==> src/rtl/tlk2711_axil_bridge.sv <==
// tlk2711_axil_bridge: AXI4-Lite slave mapping 32-bit word pairs onto the TLK2711 64-bit register strobe port
module tlk2711_axil_bridge #(
  parameter int AXIL_ADDR_WIDTH = 19,
  parameter int RD_LATENCY = 1
) (
  input  logic clk,
  input  logic rst,
  input  logic [AXIL_ADDR_WIDTH-1:0] s_axil_awaddr,
  input  logic s_axil_awvalid,
  output logic s_axil_awready,
  input  logic [31:0] s_axil_wdata,
  input  logic [3:0] s_axil_wstrb,
  input  logic s_axil_wvalid,
  output logic s_axil_wready,
  output logic [1:0] s_axil_bresp,
  output logic s_axil_bvalid,
  input  logic s_axil_bready,
  input  logic [AXIL_ADDR_WIDTH-1:0] s_axil_araddr,
  input  logic s_axil_arvalid,
  output logic s_axil_arready,
  output logic [31:0] s_axil_rdata,
  output logic [1:0] s_axil_rresp,
  output logic s_axil_rvalid,
  input  logic s_axil_rready,
  output logic o_reg_wen,
  output logic [15:0] o_reg_waddr,
  output logic [63:0] o_reg_wdata,
  output logic o_reg_ren,
  output logic [15:0] o_reg_raddr,
  input  logic [63:0] i_reg_rdata
);
  typedef enum logic [1:0] {W_IDLE, W_EXEC, W_RESP} w_state_t;
  typedef enum logic [1:0] {R_IDLE, R_WAIT, R_RESP} r_state_t;
  w_state_t w_state;
  r_state_t r_state;
  logic aw_held, w_held, aw_hi_q;
  logic [15:0] aw_idx_q;
  logic [31:0] w_data_q, stage_lo, shadow_hi;
  logic [3:0] w_strb_q;
  logic [2:0] r_cnt;
  logic aw_hs, w_hs, aw_hi;
  logic [15:0] aw_idx;
  logic [31:0] w_data, w_mask;
  logic [3:0] w_strb;
  logic unused_addr_lsbs;
  assign unused_addr_lsbs = ^{s_axil_awaddr[1:0], s_axil_araddr[1:0]};
  assign s_axil_awready = (w_state == W_IDLE) && !aw_held;
  assign s_axil_wready = (w_state == W_IDLE) && !w_held;
  assign s_axil_arready = r_state == R_IDLE;
  assign s_axil_bresp = 2'b00;
  assign s_axil_rresp = 2'b00;
  assign aw_hs = s_axil_awvalid && s_axil_awready;
  assign w_hs = s_axil_wvalid && s_axil_wready;
  // a channel that handshakes in the same cycle as the commit is used directly, otherwise its held copy
  assign aw_idx = aw_held ? aw_idx_q : s_axil_awaddr[18:3];
  assign aw_hi = aw_held ? aw_hi_q : s_axil_awaddr[2];
  assign w_data = w_held ? w_data_q : s_axil_wdata;
  assign w_strb = w_held ? w_strb_q : s_axil_wstrb;
  assign w_mask = {{8{w_strb[3]}}, {8{w_strb[2]}}, {8{w_strb[1]}}, {8{w_strb[0]}}};
  // write path: collect AW and W, commit on entry to W_EXEC so wen and bvalid rise together, then respond
  always_ff @(posedge clk or negedge rst) begin
    if (!rst) begin
      w_state <= W_IDLE;
      aw_held <= 1'b0;
      w_held <= 1'b0;
      aw_hi_q <= 1'b0;
      aw_idx_q <= '0;
      w_data_q <= '0;
      w_strb_q <= '0;
      stage_lo <= '0;
      s_axil_bvalid <= 1'b0;
      o_reg_wen <= 1'b0;
      o_reg_waddr <= '0;
      o_reg_wdata <= '0;
    end else if (w_state == W_IDLE) begin
      if (aw_hs) begin
        aw_held <= 1'b1;
        aw_idx_q <= s_axil_awaddr[18:3];
        aw_hi_q <= s_axil_awaddr[2];
      end
      if (w_hs) begin
        w_held <= 1'b1;
        w_data_q <= s_axil_wdata;
        w_strb_q <= s_axil_wstrb;
      end
      if ((aw_held || aw_hs) && (w_held || w_hs)) begin
        aw_held <= 1'b0;
        w_held <= 1'b0;
        w_state <= W_EXEC;
        s_axil_bvalid <= 1'b1;
        if (aw_hi) begin
          o_reg_wen <= 1'b1;
          o_reg_waddr <= aw_idx;
          o_reg_wdata <= {w_data & w_mask, stage_lo};
        end else begin
          stage_lo <= (stage_lo & ~w_mask) | (w_data & w_mask);
        end
      end
    end else begin
      o_reg_wen <= 1'b0;
      s_axil_bvalid <= !s_axil_bready;
      w_state <= s_axil_bready ? W_IDLE : W_RESP;
    end
  end
  // read path: low half strobes the core and snapshots all 64 bits, high half replays the snapshot
  always_ff @(posedge clk or negedge rst) begin
    if (!rst) begin
      r_state <= R_IDLE;
      r_cnt <= '0;
      shadow_hi <= '0;
      s_axil_rdata <= '0;
      s_axil_rvalid <= 1'b0;
      o_reg_ren <= 1'b0;
      o_reg_raddr <= '0;
    end else begin
      case (r_state)
        R_IDLE: begin
          if (s_axil_arvalid && s_axil_araddr[2]) begin
            s_axil_rdata <= shadow_hi;
            s_axil_rvalid <= 1'b1;
            r_state <= R_RESP;
          end else if (s_axil_arvalid) begin
            o_reg_ren <= 1'b1;
            o_reg_raddr <= s_axil_araddr[18:3];
            r_cnt <= 3'(RD_LATENCY);
            r_state <= R_WAIT;
          end
        end
        R_WAIT: begin
          o_reg_ren <= 1'b0;
          r_cnt <= r_cnt - 3'd1;
          if (r_cnt == 3'd0) begin
            s_axil_rdata <= i_reg_rdata[31:0];
            shadow_hi <= i_reg_rdata[63:32];
            s_axil_rvalid <= 1'b1;
            r_state <= R_RESP;
          end
        end
        default: begin
          s_axil_rvalid <= !s_axil_rready;
          r_state <= s_axil_rready ? R_IDLE : R_RESP;
        end
      endcase
    end
  end
endmodule

==> config.mk <==
export PLATFORM = sky130hd
export DESIGN_NAME = tlk2711_axil_bridge
export DESIGN_NICKNAME = d
export VERILOG_FILES = /design/src/rtl/tlk2711_axil_bridge.sv
export SDC_FILE = /design/constraint.sdc
export NUM_CORES = 1
export LEC_CHECK = 0
export ABC_CLOCK_PERIOD_IN_PS = 2300
export CORE_ASPECT_RATIO = 1.2
export CORE_MARGIN = 5
export CORE_UTILIZATION = 49
export CTS_CLUSTER_DIAMETER = 100
export DETAILED_ROUTE_END_ITERATION = 16
export GPL_TIMING_DRIVEN = 0
export HOLD_SLACK_MARGIN = 0.15
export PLACE_DENSITY_LB_ADDON = 0.12
export SLEW_MARGIN = 20
export SYNTH_ARGS = -nofsm -noshare
export SYNTH_HDL_FRONTEND = slang
export SYNTH_SLANG_ARGS = --single-unit
==> constraint.sdc <==
create_clock -name clk -period 2.3 [get_ports clk]
set_input_delay 0.345 -clock clk [delete_from_list [all_inputs] [get_ports clk]]
set_output_delay 0.345 -clock clk [all_outputs]
set_load 0.01 [all_outputs]
==> metrics.txt, run 1 <==
status finished clean; Die Height around 170 um; Slew Limit Fails 0; actual slew at the worst max-slew pin 731 ps; Core Region approximately 22000 um2; min-delay src i_reg_rdata[25]; DR WL/cell approximately 18 um; Longest Clk Path Bufs 3; H-tree depth 1; post-synth top area cell dfrtp_1; RSZ-0062 raised after global routing false; final net count 1293; synthesized area per cell 13.2 um2; Final Hold Fails 0; Synth cell types 30; worst hold endpoint s_axil_rdata[25]; number of global-route vias before repair 8005; initial drt markers 280; cell area after synthesis 11100 um2; Area Growth Syn to Fin 37.6%; vias post-DR between 7k and 8k; Hold Path Cell Cnt 3; setup_tns 0 ps; asr flop ratio synth 1.00; Worst-path clk slew 60 ps; slowest stage delay, CP 510 ps; PD cells 1420 nW/um2; Routed Wire Length 26200 um; synth warn 0; clock sinks 258; Die Area between 20000 and 30000 um2; initial antenna violation count 0; synth top area cells dfrtp_1 58%, mux2_2 17%, mux2i_1 4.9%, mux2_4 4.2%, nand2_1 2.3%; register area share after synthesis 0.583; Seq cells post-synth 258; Initial Util 0.495; startpoint types flop; first-pass GRT wire length 43100 um; Post-synth top flop dfrtp_1; routed vias/inst 5.11; number of setup buffers added after CTS 0; Worst Reg-to-Reg Cells 5; Critical Path AT 2520 ps; filler cell count 1675; share of layout cells above drive strength 1 0.246; row cnt 60; critical path class reg2reg; number of synthesized flops with an enable pin 0; worst vdd ir between 0.9 and 1 mV; Worst R2R Start r_state[1]; GRT Total Usage 0.206; Crit. End Element flop; antenna-violating nets left 0; Critical-path top delay cell dfrtp_1; First-pass DRT Iterations 4; synthesized netlist cell count 839; Power, Total roughly 22 mW; GP Congestion 0.756; Hold Slack 380 ps; setup violators final 0; CTS tree built; fin crit share 0.924; Lkg Pwr 6.62 nW; # IOs 284; worst reg2reg setup slack roughly 180 ps; maxcap violations 0; chip width 147 um; Clock Skews 9.11 ps; ant diodes 0; Max FO, Critical Path 12; drc violations 0; critical register-to-register path endpoint shadow_hi[21]; post-synth top area share 0.583; Buffers on Ports 275; clock buffer count from CTS 27; worst path required time about 2700 ps; CTS root buf clkbuf_16; hpwl dp 18900 um; largest net degree at the start of global routing 89; Min-Delay Path Class in2reg; post-route minimum period 2120 ps; worst skew pair latency 520 ps; crit path cell chain nand2b_1, clkbuf_1, nor2_1, buf_2, mux2_2; Fmax 471 MHz; GRT Residual Overflow 0; Slew headroom 0.499
-- where the power goes --
group          internal (mW)  leakage, nW  switching [mW]
Combinational           5.20         3.04            3.75
Sequential              6.79         3.10            1.20
Clock                   3.00        0.475            1.76
-- cells in the mapped netlist (3+ instances only) --
master    count
a21o_1        3
a21oi_1      13
a21oi_2       8
a31oi_1      32
buf_2         9
buf_4        12
buf_6        12
clkbuf_1     15
dfrtp_1     258
inv_1        35
mux2_2      164
mux2_4       31
mux2i_1      54
nand2_1      68
nand2b_1     38
nor2_1       67
o21ai_0       3
-- how the worst max path moves through the flow --
stage / cells past startpoint / start / to
2_1_floorplan: 5 / w_state[1] / aw_hi_q
3_3_place_gp: 1 / rst / o_reg_raddr[14]
3_5_place_dp: 5 / s_axil_araddr[2] / o_reg_raddr[8]
4_1_cts: 4 / w_state[1] / s_axil_awready
5_1_grt: 5 / w_held / flop
6_report: 5 / r_state[1] / shadow_hi[21]
-- worst max-delay path: cells and delay by family (launching register included) --
kind | cells | cell delay [ps]
and+or+nand+nor | 2 | 540
muxes | 1 | 380
buffers and inverters | 2 | 560
DFF | 1 | 510
-- logic make-up (layout without fill, tap and decap cells) --
kind of cell,Yosys count,in the layout,synth area share
compound gates,60,60,0.0345
fa+ha+maj,2,2,0.00226
buf+inv,84,408,0.0427
flops,258,258,0.583
mux,251,251,0.260
other cells,1,4,0.000339
simple gates,183,183,0.0774
-- metal layers --
metal	part of all wire	global-route usage	wire, um
met5	0	0	0
met4	0.022	0.0505	566
met3	0.088	0.0711	2310
met2	0.48	0.344	12500
met1	0.41	0.258	10800
-- placed cells by master (no fill, tap or decap), types with 2 or more instances in the layout --
cell type	n
nand2b_1	38
buf_2	7
a21oi_1	13
clkbuf_16	27
mux2_1	2
buf_6	12
conb_1	4
buf_16	2
o21ai_0	3
nand3b_1	2
mux2i_1	53
mux2_4	31
inv_1	35
ha_1	2
nor2_1	67
clkinvlp_4	2
dfrtp_1	258
nor3_1	2
a31oi_1	32
clkbuf_8	9
mux2_2	164
buf_8	2
bufinv_16	5
a21o_1	3
buf_4	13
a21oi_2	8
clkbuf_1	19
nand2_1	68
clkdlybuf4s50_1	272
-- layout make-up --
class	count	area, um2	share of cell area
Tap cell	279	349	0.0229
Clock inverter	7	165	0.0108
Buffer	46	332	0.0218
Sequential cell	258	6460	0.424
Multi-Input combinational cell	500	4160	0.273
Timing Repair Buffer	278	2820	0.185
Inverter	35	131	0.00862
Clock buffer	42	822	0.0539
-- timing repair --
action | 4_1_cts | 5_1_grt
resized for setup | 2 | 2
setup endpoints to repair | 2 | 10
hold buffers | 1 | 0
hold endpoints to repair | 85 | 0
-- per-stage QoR --
step / cells / instance area [um2] / setup slack [ps] / util
after floorplan: 842 / 11100 / 554 / -
after global placement: 1396 / 14200 / -10440 / 0.634
after detailed placement: 1398 / 14200 / -33.3 / 0.637
after CTS: 1446 / 15200 / 22.7 / 0.681
after global routing: 1445 / 15200 / 53.8 / 0.681
final: 1445 / 15200 / 176 / 0.681
Power figures use the tool's default switching activity.
==> run 2: changes to the inputs <==
--- a/config.mk
+++ b/config.mk
@@ -5,16 +5,16 @@
 export SDC_FILE = /design/constraint.sdc
 export NUM_CORES = 1
 export LEC_CHECK = 0
+export ABC_AREA = 1
 export ABC_CLOCK_PERIOD_IN_PS = 2300
 export CORE_ASPECT_RATIO = 1.2
 export CORE_MARGIN = 5
-export CORE_UTILIZATION = 49
+export CORE_UTILIZATION = 50
 export CTS_CLUSTER_DIAMETER = 100
 export DETAILED_ROUTE_END_ITERATION = 16
 export GPL_TIMING_DRIVEN = 0
 export HOLD_SLACK_MARGIN = 0.15
 export PLACE_DENSITY_LB_ADDON = 0.12
-export SLEW_MARGIN = 20
 export SYNTH_ARGS = -nofsm -noshare
 export SYNTH_HDL_FRONTEND = slang
 export SYNTH_SLANG_ARGS = --single-unit
==> run 2 against run 1 <==
  * Combinational power up 9.4%
  * Flip-flop and latch count unchanged
  * Register-to-register slack better by 80 ps
  * Critical path depth down 2
  * Global-route usage up 4.1 points
  * Synthesized cell count up 60%
  * Setup slack worse by 81 ps
  * Clock power down 6.7%
  * Count of clock-buffer cells in the layout down 4
  * Final cell count up 35%
  * Maximum frequency down 3.7%
  * Total power up 0.73%
==> metrics.txt, run 2 <==
Worst R2R Start w_state[0]; GR met3 Demand/Resource 0.0416; Synth cell types 32; Critical-path top delay cell clkdlybuf4s50_1; Min-Delay Path Class in2async; asr flop ratio synth 1.00; setup violators final 0; fin crit share 0.959; pre-CTS setup slack 105 ps; Layout Utilization 0.692; chip width 148 um; crit path capture s_axil_awready; GP Congestion 0.872; Slew Limit Fails 0; Max FO, Critical Path 10; actual slew at the worst max-slew pin 624 ps; vias post-DR about 10k; Die Area 26100 um2; GRT Total Usage 0.247; Core Region ~23000 um2; slack of the critical path 94.6 ps; Clock Skews approximately 7.2 ps; startpoint types flop; GR Util met2 0.433; initial drt markers 485; cell area after synthesis 11500 um2; post-route minimum period roughly 2200 ps; placed cell count 1901; CTS root buf clkbuf_16; Critical Path AT 1860 ps; hpwl dp 23600 um; number of synthesized flops with an enable pin 0; clock sinks 258; Buffers on Ports 275; setup_tns 0 ps; First-pass DRT Iterations 5; Slew headroom 0.584; Area Growth Syn to Fin 35.7%; synth top area cells dfrtp_1 56%, nand2_1 16%, nand3_1 4.2%, o21ai_0 4.1%, inv_1 3.1%; worst skew pair latency 530 ps; Worst Reg-to-Reg Cells 7; synthesized netlist cell count 1342; antenna-violating nets left 0; GRT Residual Overflow 0; post-synth top area cell dfrtp_1; Fmax roughly 450 MHz; critical path class reg2out; number of global-route vias before repair a little over 10k; Final Hold Fails 0; routed vias/inst a little over 5; GR Layer Usage met1 0.314; post-synth top area share 0.563; Initial Util 0.509; PD cells 1400 nW/um2; row cnt 60; commonest non-fill, non-tap cells in the layout 501 x nand2_1, 273 x clkdlybuf4s50_1, 258 x dfrtp_1; synth warn 0; DR WL/cell 16.6 um; Routed Wire Length 32400 um; share of layout cells above drive strength 1 0.0874; initial antenna violation count 3; Post-synth top cells 501 x nand2_1, 258 x dfrtp_1, 97 x nand3_1, 95 x inv_1, 95 x o21ai_0; most common cell after layout, fill and taps aside nand2_1; fin cells between 1.5k and 2k; Die Height 176 um; Seq cells post-synth 258; count leader, synth nand2_1; Post-synth top flop dfrtp_1; worst vdd ir 0.744 mV; H-tree depth 1; Crit. End Element primary output; CTS tree built; RSZ-0062 raised after global routing false; largest net degree at the start of global routing 120; worst path required time 1960 ps; final net count approximately 1.8k; maxcap violations 0; Power, Total 21.9 mW; first-pass GRT wire length approximately 52000 um; register area share after synthesis 0.563; status finished clean; drc violations 0; # IOs between 200 and 300; crit path cell chain buf_2, nor2_2, clkdlybuf4s50_1; Lkg Pwr 7.82 nW; synthesized area per cell 8.55 um2; slowest stage delay, CP 570 ps; Worst-path clk slew 60 ps; CP startpoint aw_held; clock buffer count from CTS 26; worst reg2reg setup slack ~260 ps; busiest grt layer met2; Longest Clk Path Bufs 3
run 2: critical path: cells and delay by family, from the launching register on:
kind	cells	cell delay, ps
buffers and inverters	2	770
DFF	1	390
and+or+nand+nor	1	180
run 2: kinds of logic after synthesis:
| group | after synthesis | synth area share |
|---|---|---|
| AND/OR/NAND/NOR | 718 | 0.261 |
| flip-flops | 258 | 0.563 |
| buffers and inverters | 180 | 0.0719 |
| AO/OA/AOI/OAI | 151 | 0.0705 |
| multiplexers | 32 | 0.0314 |
| adder cells (fa/ha/maj) | 2 | 0.00218 |
| other | 1 | 0.000327 |
run 2: worst min-delay path by stage:
stage                startpoint          endpoint  slack [ps]  depth (start not counted)
5_1_grt        s_axil_awaddr[6]       aw_idx_q[3]         370                          3
6_report                    rst  s_axil_rdata[12]         330                          2
2_1_floorplan               rst         async pin          50                          0
3_3_place_gp    o_reg_wdata[30]   o_reg_wdata[30]         450                          2
3_5_place_dp                rst  s_axil_rdata[12]         300                          1
4_1_cts                     rst  s_axil_rdata[12]         340                          2
run 2: cell type report:
| cell class | instances | area, um2 |
|---|---|---|
| clock inverter | 10 | 128 |
| sequential | 258 | 6460 |
| clock buffer | 38 | 777 |
| buffer | 79 | 443 |
| fill | 1842 | 6950 |
| inverter | 100 | 380 |
| timing repair buffer | 279 | 2830 |
| multi-input combinational | 907 | 4210 |
| antenna | 3 | 7.51 |
| tap | 279 | 349 |
run 2: metrics by stage:
step                hold WS (ps)  instance area, um2
finish                       327               15600
global placement             452               14600
CTS                          338               15600
global route                 367               15600
floorplan                   49.4               11500
detailed placement           304               14600
run 2: layer usage:
layer / routed length [um] / part of all wire
met1: 13100 / 0.41
met2: 16100 / 0.50
met3: 2240 / 0.069
met4: 901 / 0.028
met5: 19 / 0.00059
run 2: report_power, final:
part           switching, mW  total, mW  internal [mW]  leakage (nW)
logic                   5.67       9.78           4.11          4.19
clock network           1.76       4.44           2.67         0.448
registers               1.03       7.64           6.60          3.18
total                   8.47       21.9           13.4          7.82
run 2: timing repair:
action	in CTS	in global routing
buffers inserted	1	0
hold endpoints to repair	57	0
hold buffers	1	0
resized for setup	1	1
pin swaps	1	0
setup endpoints to repair	2	1
